File: config.mk
export PLATFORM = sky130hd
export DESIGN_NAME = ahb_bus_arbiter
export DESIGN_NICKNAME = d
export VERILOG_FILES = /design/src/rtl/ahb_bus_arbiter_pkg.sv /design/src/rtl/ahb_arb_pick.sv /design/src/rtl/ahb_bus_arbiter.sv
export SDC_FILE = /design/constraint.sdc
export NUM_CORES = 1
export LEC_CHECK = 0
export CAP_MARGIN = 20
export CORE_MARGIN = 1
export CORE_UTILIZATION = 39
export DETAILED_ROUTE_END_ITERATION = 8
export SETUP_SLACK_MARGIN = 0.5
export SYNTH_ARGS = -nofsm -noshare
export SYNTH_HDL_FRONTEND = slang
export SYNTH_HIERARCHICAL = 1
export SYNTH_SLANG_ARGS = --single-unit
File: constraint.sdc
create_clock -name HCLK -period 2.35 [get_ports HCLK]
set_input_delay 0.5875 -clock HCLK [delete_from_list [all_inputs] [get_ports HCLK]]
set_output_delay 0.5875 -clock HCLK [all_outputs]
set_load 0.01 [all_outputs]
File: src/rtl/ahb_bus_arbiter_pkg.sv
// Shared AHB encodings and burst-length decode for the bus arbiter.
// Imported by the arbiter top and its pick sub-module.
package ahb_bus_arbiter_pkg;

  typedef enum logic [1:0] {
    HTRANS_IDLE   = 2'b00,
    HTRANS_BUSY   = 2'b01,
    HTRANS_NONSEQ = 2'b10,
    HTRANS_SEQ    = 2'b11
  } htrans_e;

  localparam logic [2:0] HBURST_SINGLE = 3'b000;
  localparam logic [2:0] HBURST_INCR   = 3'b001;
  localparam logic [2:0] HBURST_WRAP4  = 3'b010;
  localparam logic [2:0] HBURST_INCR4  = 3'b011;
  localparam logic [2:0] HBURST_WRAP8  = 3'b100;
  localparam logic [2:0] HBURST_INCR8  = 3'b101;
  localparam logic [2:0] HBURST_WRAP16 = 3'b110;
  localparam logic [2:0] HBURST_INCR16 = 3'b111;

  localparam int BURST_CNT_W = 4;

  localparam logic [BURST_CNT_W-1:0] BLEN_M1_1  = 4'd0;
  localparam logic [BURST_CNT_W-1:0] BLEN_M1_4  = 4'd3;
  localparam logic [BURST_CNT_W-1:0] BLEN_M1_8  = 4'd7;
  localparam logic [BURST_CNT_W-1:0] BLEN_M1_16 = 4'd15;

  // Beats remaining after the NONSEQ beat; undefined INCR counts as a single beat.
  function automatic logic [BURST_CNT_W-1:0] burst_len_m1(input logic [2:0] hburst);
    logic [BURST_CNT_W-1:0] len_m1;
    case (hburst)
      HBURST_SINGLE, HBURST_INCR:  len_m1 = BLEN_M1_1;
      HBURST_WRAP4,  HBURST_INCR4: len_m1 = BLEN_M1_4;
      HBURST_WRAP8,  HBURST_INCR8: len_m1 = BLEN_M1_8;
      HBURST_WRAP16, HBURST_INCR16: len_m1 = BLEN_M1_16;
      default:                     len_m1 = BLEN_M1_1;
    endcase
    return len_m1;
  endfunction

endpackage

File: src/rtl/ahb_arb_pick.sv
// Combinational winner selection: fixed priority (index 0 highest) or
// round-robin starting just after the last granted master.
module ahb_arb_pick #(
  parameter int NUM_MASTERS    = 4,
  parameter int MASTER_W       = 2,
  parameter int DEFAULT_MASTER = 0
) (
  input  logic [NUM_MASTERS-1:0] i_req,
  input  logic [MASTER_W-1:0]    i_rr_last,
  input  logic                   i_round_robin,
  output logic [MASTER_W-1:0]    o_winner
);

  int   w_cand;
  logic w_found;

  always_comb begin
    o_winner = MASTER_W'(DEFAULT_MASTER);
    w_found  = 1'b0;
    w_cand   = 0;
    for (int k = 0; k < NUM_MASTERS; k++) begin
      if (i_round_robin) begin
        w_cand = (int'(i_rr_last) + 1 + k) % NUM_MASTERS;
      end else begin
        w_cand = k;
      end
      if (!w_found && i_req[w_cand[MASTER_W-1:0]]) begin
        w_found  = 1'b1;
        o_winner = w_cand[MASTER_W-1:0];
      end
    end
  end

endmodule

File: src/rtl/ahb_bus_arbiter.sv
// AHB shared-bus arbiter: registered one-hot grant, burst/lock-aware
// re-arbitration and the address/data-phase ownership pipeline.
module ahb_bus_arbiter
  import ahb_bus_arbiter_pkg::*;
#(
  parameter int NUM_MASTERS    = 4,
  parameter int MASTER_W       = 2,
  parameter int DEFAULT_MASTER = 0,
  parameter int ROUND_ROBIN    = 1
) (
  input  logic                   HCLK,
  input  logic                   HRESETn,
  input  logic [NUM_MASTERS-1:0] HBUSREQ,
  input  logic [NUM_MASTERS-1:0] HLOCK,
  input  logic                   HREADY,
  input  logic [1:0]             HTRANS,
  input  logic [2:0]             HBURST,
  output logic [NUM_MASTERS-1:0] HGRANT,
  output logic [MASTER_W-1:0]    HMASTER,
  output logic                   HMASTLOCK,
  output logic [MASTER_W-1:0]    HMASTER_D
);

  localparam logic [MASTER_W-1:0]    DEF_IDX = MASTER_W'(DEFAULT_MASTER);
  localparam logic [NUM_MASTERS-1:0] DEF_OH  = NUM_MASTERS'(1) << DEFAULT_MASTER;

  logic [NUM_MASTERS-1:0] r_grant_oh_p0;
  logic [MASTER_W-1:0]    r_grant_idx_p0;
  logic [MASTER_W-1:0]    r_rr_last;
  logic [BURST_CNT_W-1:0] r_burst_cnt;
  logic [MASTER_W-1:0]    r_addr_owner_p1;
  logic                   r_addr_lock_p1;
  logic [MASTER_W-1:0]    r_data_owner_p2;

  htrans_e                w_htrans;
  logic [BURST_CNT_W-1:0] w_blen_m1;
  logic [BURST_CNT_W-1:0] w_remaining;
  logic [BURST_CNT_W-1:0] w_burst_cnt_nxt;
  logic                   w_lock_hold;
  logic                   w_rearb_ok;
  logic                   w_any_req;
  logic [MASTER_W-1:0]    w_pick;
  logic [NUM_MASTERS-1:0] w_pick_oh;

  assign w_htrans    = htrans_e'(HTRANS);
  assign w_blen_m1   = burst_len_m1(HBURST);
  assign w_remaining = (w_htrans == HTRANS_NONSEQ) ? w_blen_m1 : r_burst_cnt;
  assign w_any_req   = |HBUSREQ;

  // HMASTLOCK keeps the grant one transfer past HLOCK falling, covering the last locked beat.
  assign w_lock_hold = HLOCK[r_grant_idx_p0] | r_addr_lock_p1;

  // Handing over on the penultimate beat gives a bubble-free switch after the last one.
  assign w_rearb_ok = HREADY & ~w_lock_hold
                    & (w_remaining <= BURST_CNT_W'(1))
                    & (w_htrans != HTRANS_BUSY);

  ahb_arb_pick #(
    .NUM_MASTERS   (NUM_MASTERS),
    .MASTER_W      (MASTER_W),
    .DEFAULT_MASTER(DEFAULT_MASTER)
  ) u_pick (
    .i_req        (HBUSREQ),
    .i_rr_last    (r_rr_last),
    .i_round_robin(ROUND_ROBIN != 0),
    .o_winner     (w_pick)
  );

  always_comb begin
    w_pick_oh = '0;
    for (int i = 0; i < NUM_MASTERS; i++) begin
      if (w_pick == MASTER_W'(i)) w_pick_oh[i] = 1'b1;
    end
  end

  always_comb begin
    w_burst_cnt_nxt = r_burst_cnt;
    case (w_htrans)
      HTRANS_NONSEQ: w_burst_cnt_nxt = w_blen_m1;
      HTRANS_SEQ: begin
        if (r_burst_cnt != '0) w_burst_cnt_nxt = r_burst_cnt - BURST_CNT_W'(1);
      end
      HTRANS_IDLE:   w_burst_cnt_nxt = '0;
      default:       w_burst_cnt_nxt = r_burst_cnt;
    endcase
  end

  always_ff @(posedge HCLK or negedge HRESETn) begin
    if (!HRESETn) begin
      r_burst_cnt <= '0;
    end else if (HREADY) begin
      r_burst_cnt <= w_burst_cnt_nxt;
    end
  end

  // Stage p0: grant register and round-robin pointer
  always_ff @(posedge HCLK or negedge HRESETn) begin
    if (!HRESETn) begin
      r_grant_oh_p0  <= DEF_OH;
      r_grant_idx_p0 <= DEF_IDX;
      r_rr_last      <= DEF_IDX;
    end else if (w_rearb_ok) begin
      r_grant_oh_p0  <= w_pick_oh;
      r_grant_idx_p0 <= w_pick;
      if (w_any_req) r_rr_last <= w_pick;
    end
  end

  // Stage p1/p2: address-phase owner, then data-phase owner, advancing on HREADY
  always_ff @(posedge HCLK or negedge HRESETn) begin
    if (!HRESETn) begin
      r_addr_owner_p1 <= DEF_IDX;
      r_addr_lock_p1  <= 1'b0;
      r_data_owner_p2 <= DEF_IDX;
    end else if (HREADY) begin
      r_addr_owner_p1 <= r_grant_idx_p0;
      r_addr_lock_p1  <= HLOCK[r_grant_idx_p0];
      r_data_owner_p2 <= r_addr_owner_p1;
    end
  end

  assign HGRANT    = r_grant_oh_p0;
  assign HMASTER   = r_addr_owner_p1;
  assign HMASTLOCK = r_addr_lock_p1;
  assign HMASTER_D = r_data_owner_p2;

endmodule

==> summary.txt <==
Placement
  • Routability Congestion: 0.818
  • Placed cell area: 0.00164 sq mm
  • Placed Instances: 191
  • Hpwl dp: 2050 um
  • Worst slack at placement: -0.270 ns
  • PortBufs: 23

Logic synthesis
  • Post-synthesis cell count: 122
  • Synth Area in XOR/XNOR: 1.44%
  • Top-count cell post-synth: dfrtp_1
  • Yosys top cell area share: 32.9%
  • Area share of fa/ha/maj cells after synthesis: 6.17%
  • Yosys reg bits: 17
  • Seq/Total Area, Yosys: 35.1%
  • Post-synthesis mux area share: 14.0%
  • Ys flop type: dfrtp_1
  • Syn Nets: 144
  • Post-synth ARST share: 100%
  • Number of synthesized flops with an enable pin: 0
  • Most common library cells after synthesis: dfrtp_1 (16), o21ai_0 (15), inv_1 (12)
  • Compound-Gate Fraction of Synth Area: 21.5%
  • Mapped Area: 0.00122 sq mm
  • Synth area leaders: dfrtp_1 (33%), mux2_2 (7.4%), ha_1 (6.2%)
  • Yosys top cell by area: dfrtp_1
  • Synth warnings: 6
  • Syn avg cell area: 9.97 sq um
  • Main combinational cell family by area after synthesis: compound AO/OA/AOI/OAI gates
  • Yosys cell types: 46
  • Synth Area in Simple Gates: 14.3%

Finish
  • Nets@finish: 200
  • Area Growth Syn to Fin: 53.0%
  • # diodes: 0
  • Final cell count without fillers: 208
  • Final Cell Area: 0.00186 sq mm
  • Fill cells: 237
  • Register area: 429 sq um
  • Area occupied by multi-input gates: 835 sq um
  • Layout cells sized above 1: 44.1%

Timing
  • Max Clk Rate: 497 MHz
  • Clock Skews: 0.00174 ns
  • Crit share post-route: 85.5%
  • Final setup fails: 0
  • Worst setup margin: 0.340 ns
  • Slew Limit Fails: 0
  • Unrepaired setup endpoints after global routing: true
  • Minimum hold slack: 0.519 ns
  • Hold Fails Final Rpt: 0
  • Final min period: 2.01 ns

Critical path
  • Crit path max fanout: 6
  • Crit-path slowest cell: dlygate4sd2_1
  • Endpoint class of the critical path: flop
  • CP Class: in2reg
  • CP peak stage delay: 0.27 ns
  • CP required: 2.59 ns
  • Worst-path cell chain: dlygate4sd2_1 > and3b_1 > o21ai_2 > and2_4 > o311ai_4 > a221oi_2 > buf_4 > nor2_1 > mux2_2
  • Type of origin of the critical path: primary input
  • Critical Path AT: 2.25 ns

Clock network
  • H-tree depth: 1
  • Worst-case clock buffer depth: 2
  • Root buf cell: clkbuf_4
  • Clock transition at path regs: 0.10 ns
  • Clock Latency Late Sink: 0.30 ns
  • Total CTS buffers: 3
  • TritonCTS clock tree: done
  • # clock sinks: 17
  • Post-CTS Hold Fix Bufs: 0

Job
  • Max-Cap Viols: 0

Route
  • DR iter-0 viols: 37
  • Via count: 1,115
  • Drt wl/cell: 14.4 um
  • First-pass detailed-route iteration total: 6
  • # DRC: 1
  • Post-DRT Antenna Nets: 0
  • Vias per cell: 5.36
  • WL final: 2990 um

Min path
  • Hold crit path type: reg2reg

Power
  • Power per cell area: 913 mW/mm^2
  • Total leakage power: 0.000861 uW
  • Total power: 1700 uW
  • Worst IR Drop VDD: 0.603 mV

Run status
  • Outcome: finished with violations
  • Failing checks: design-rule violations

Global route
  • Congestion Overflow GR: 0
  • Tot GR Track Use: 19.2%
  • Initial antenna violation count: 0
  • Vias in the first global route: 1,108
  • Global-route wire length before repair: 4950 um
  • Largest net degree at the start of global routing: 18

Floorplanning
  • Die width: 57.8 um
  • IO Count: 25
  • Initial core utilization: 42.6%
  • Die Ht: 57.8 um
  • Die area: 0.00335 sq mm
  • Core Area: 0.00285 sq mm
  • FP Rows: 19
-- final cells by class --
cell class | instances | area share (%)
multi-input cells | 88 | 44.9
flip-flops and latches | 17 | 23.1
inverters | 12 | 2.42
well taps | 31 | 2.08
clock inverters | 1 | 0.269
repair buffers | 56 | 26.1
clock buffers | 3 | 1.21
-- final timing paths --
kind,to,cells past startpoint,start,slack (ns)
max,HGRANT[0],9,HBUSREQ[3],0.34
min,HMASTER_D[0],1,HMASTER_D[0],0.52
max reg2reg,HGRANT[0],8,r_rr_last[1],0.36
min reg2reg,HMASTER_D[0],1,HMASTER_D[0],0.52
max in group asynchronous,HGRANT[0],2,HRESETn,1.50
min in group asynchronous,r_burst_cnt[1],2,HRESETn,0.60
-- sequential cells by signal, indices dropped and copies added (netlist names) --
signal / count
HGRANT: 4
HMASTER: 2
HMASTER_D: 2
HMASTLOCK: 1
r_burst_cnt: 4
r_grant_idx_p0: 2
r_rr_last: 2
-- stage by stage --
| step | TNS, ns | util (%) |
|---|---|---|
| after floorplan | 0 | - |
| after global placement | -1.57 | 57.4 |
| after detailed placement | -1.79 | 57.4 |
| after CTS | 0 | 61.8 |
| after global routing | 0 | 65.2 |
| final | 0 | 65.2 |
-- cell families after synthesis --
group	Yosys count
xor gates and xnor gates	2
AOI/OAI and AO/OA	35
and+or+nand+nor	30
muxes	14
buffers and inverters	17
DFF	17
adders and majority gates	6
other	1
-- report_power, final --
| group | internal [uW] | switching [uW] |
|---|---|---|
| registers | 418 | 108 |
| logic | 587 | 423 |
| clock network | 63.4 | 99.9 |
-- worst max-delay path: cells and delay by family --
kind	cells	cell delay, ns
buffers and inverters	2	0.45
muxes	1	0.26
and+or+nand+nor	3	0.42
AOI/OAI and AO/OA	3	0.52
-- routing by layer --
metal  wire, um  global-route usage [%]  up-vias
li1           -                       -      550
met1       1340                    24.4      539
met5          0                       0        -
met4         12                    4.08        0
met2       1530                    33.5       24
met3        104                    4.24        2
-- repair_timing --
item                                    4_1_cts  5_1_grt
pin swaps                                    13        6
gates resized for setup                      41       17
cloned                                        0        0
endpoints found under the setup margin       13       11
buffers inserted                             11        2
-- cell usage in the layout, fill, tap and decap left out, types with 6 or more instances in the layout --
master | synthesis | layout
inv_1 | 12 | 11
clkdlybuf4s50_1 | 0 | 9
buf_4 | 2 | 30
nand2_1 | 7 | 7
dfrtp_1 | 16 | 14
mux2_2 | 8 | 6
o21ai_0 | 15 | 9
Note: power is estimated with default switching activity, not from simulation.
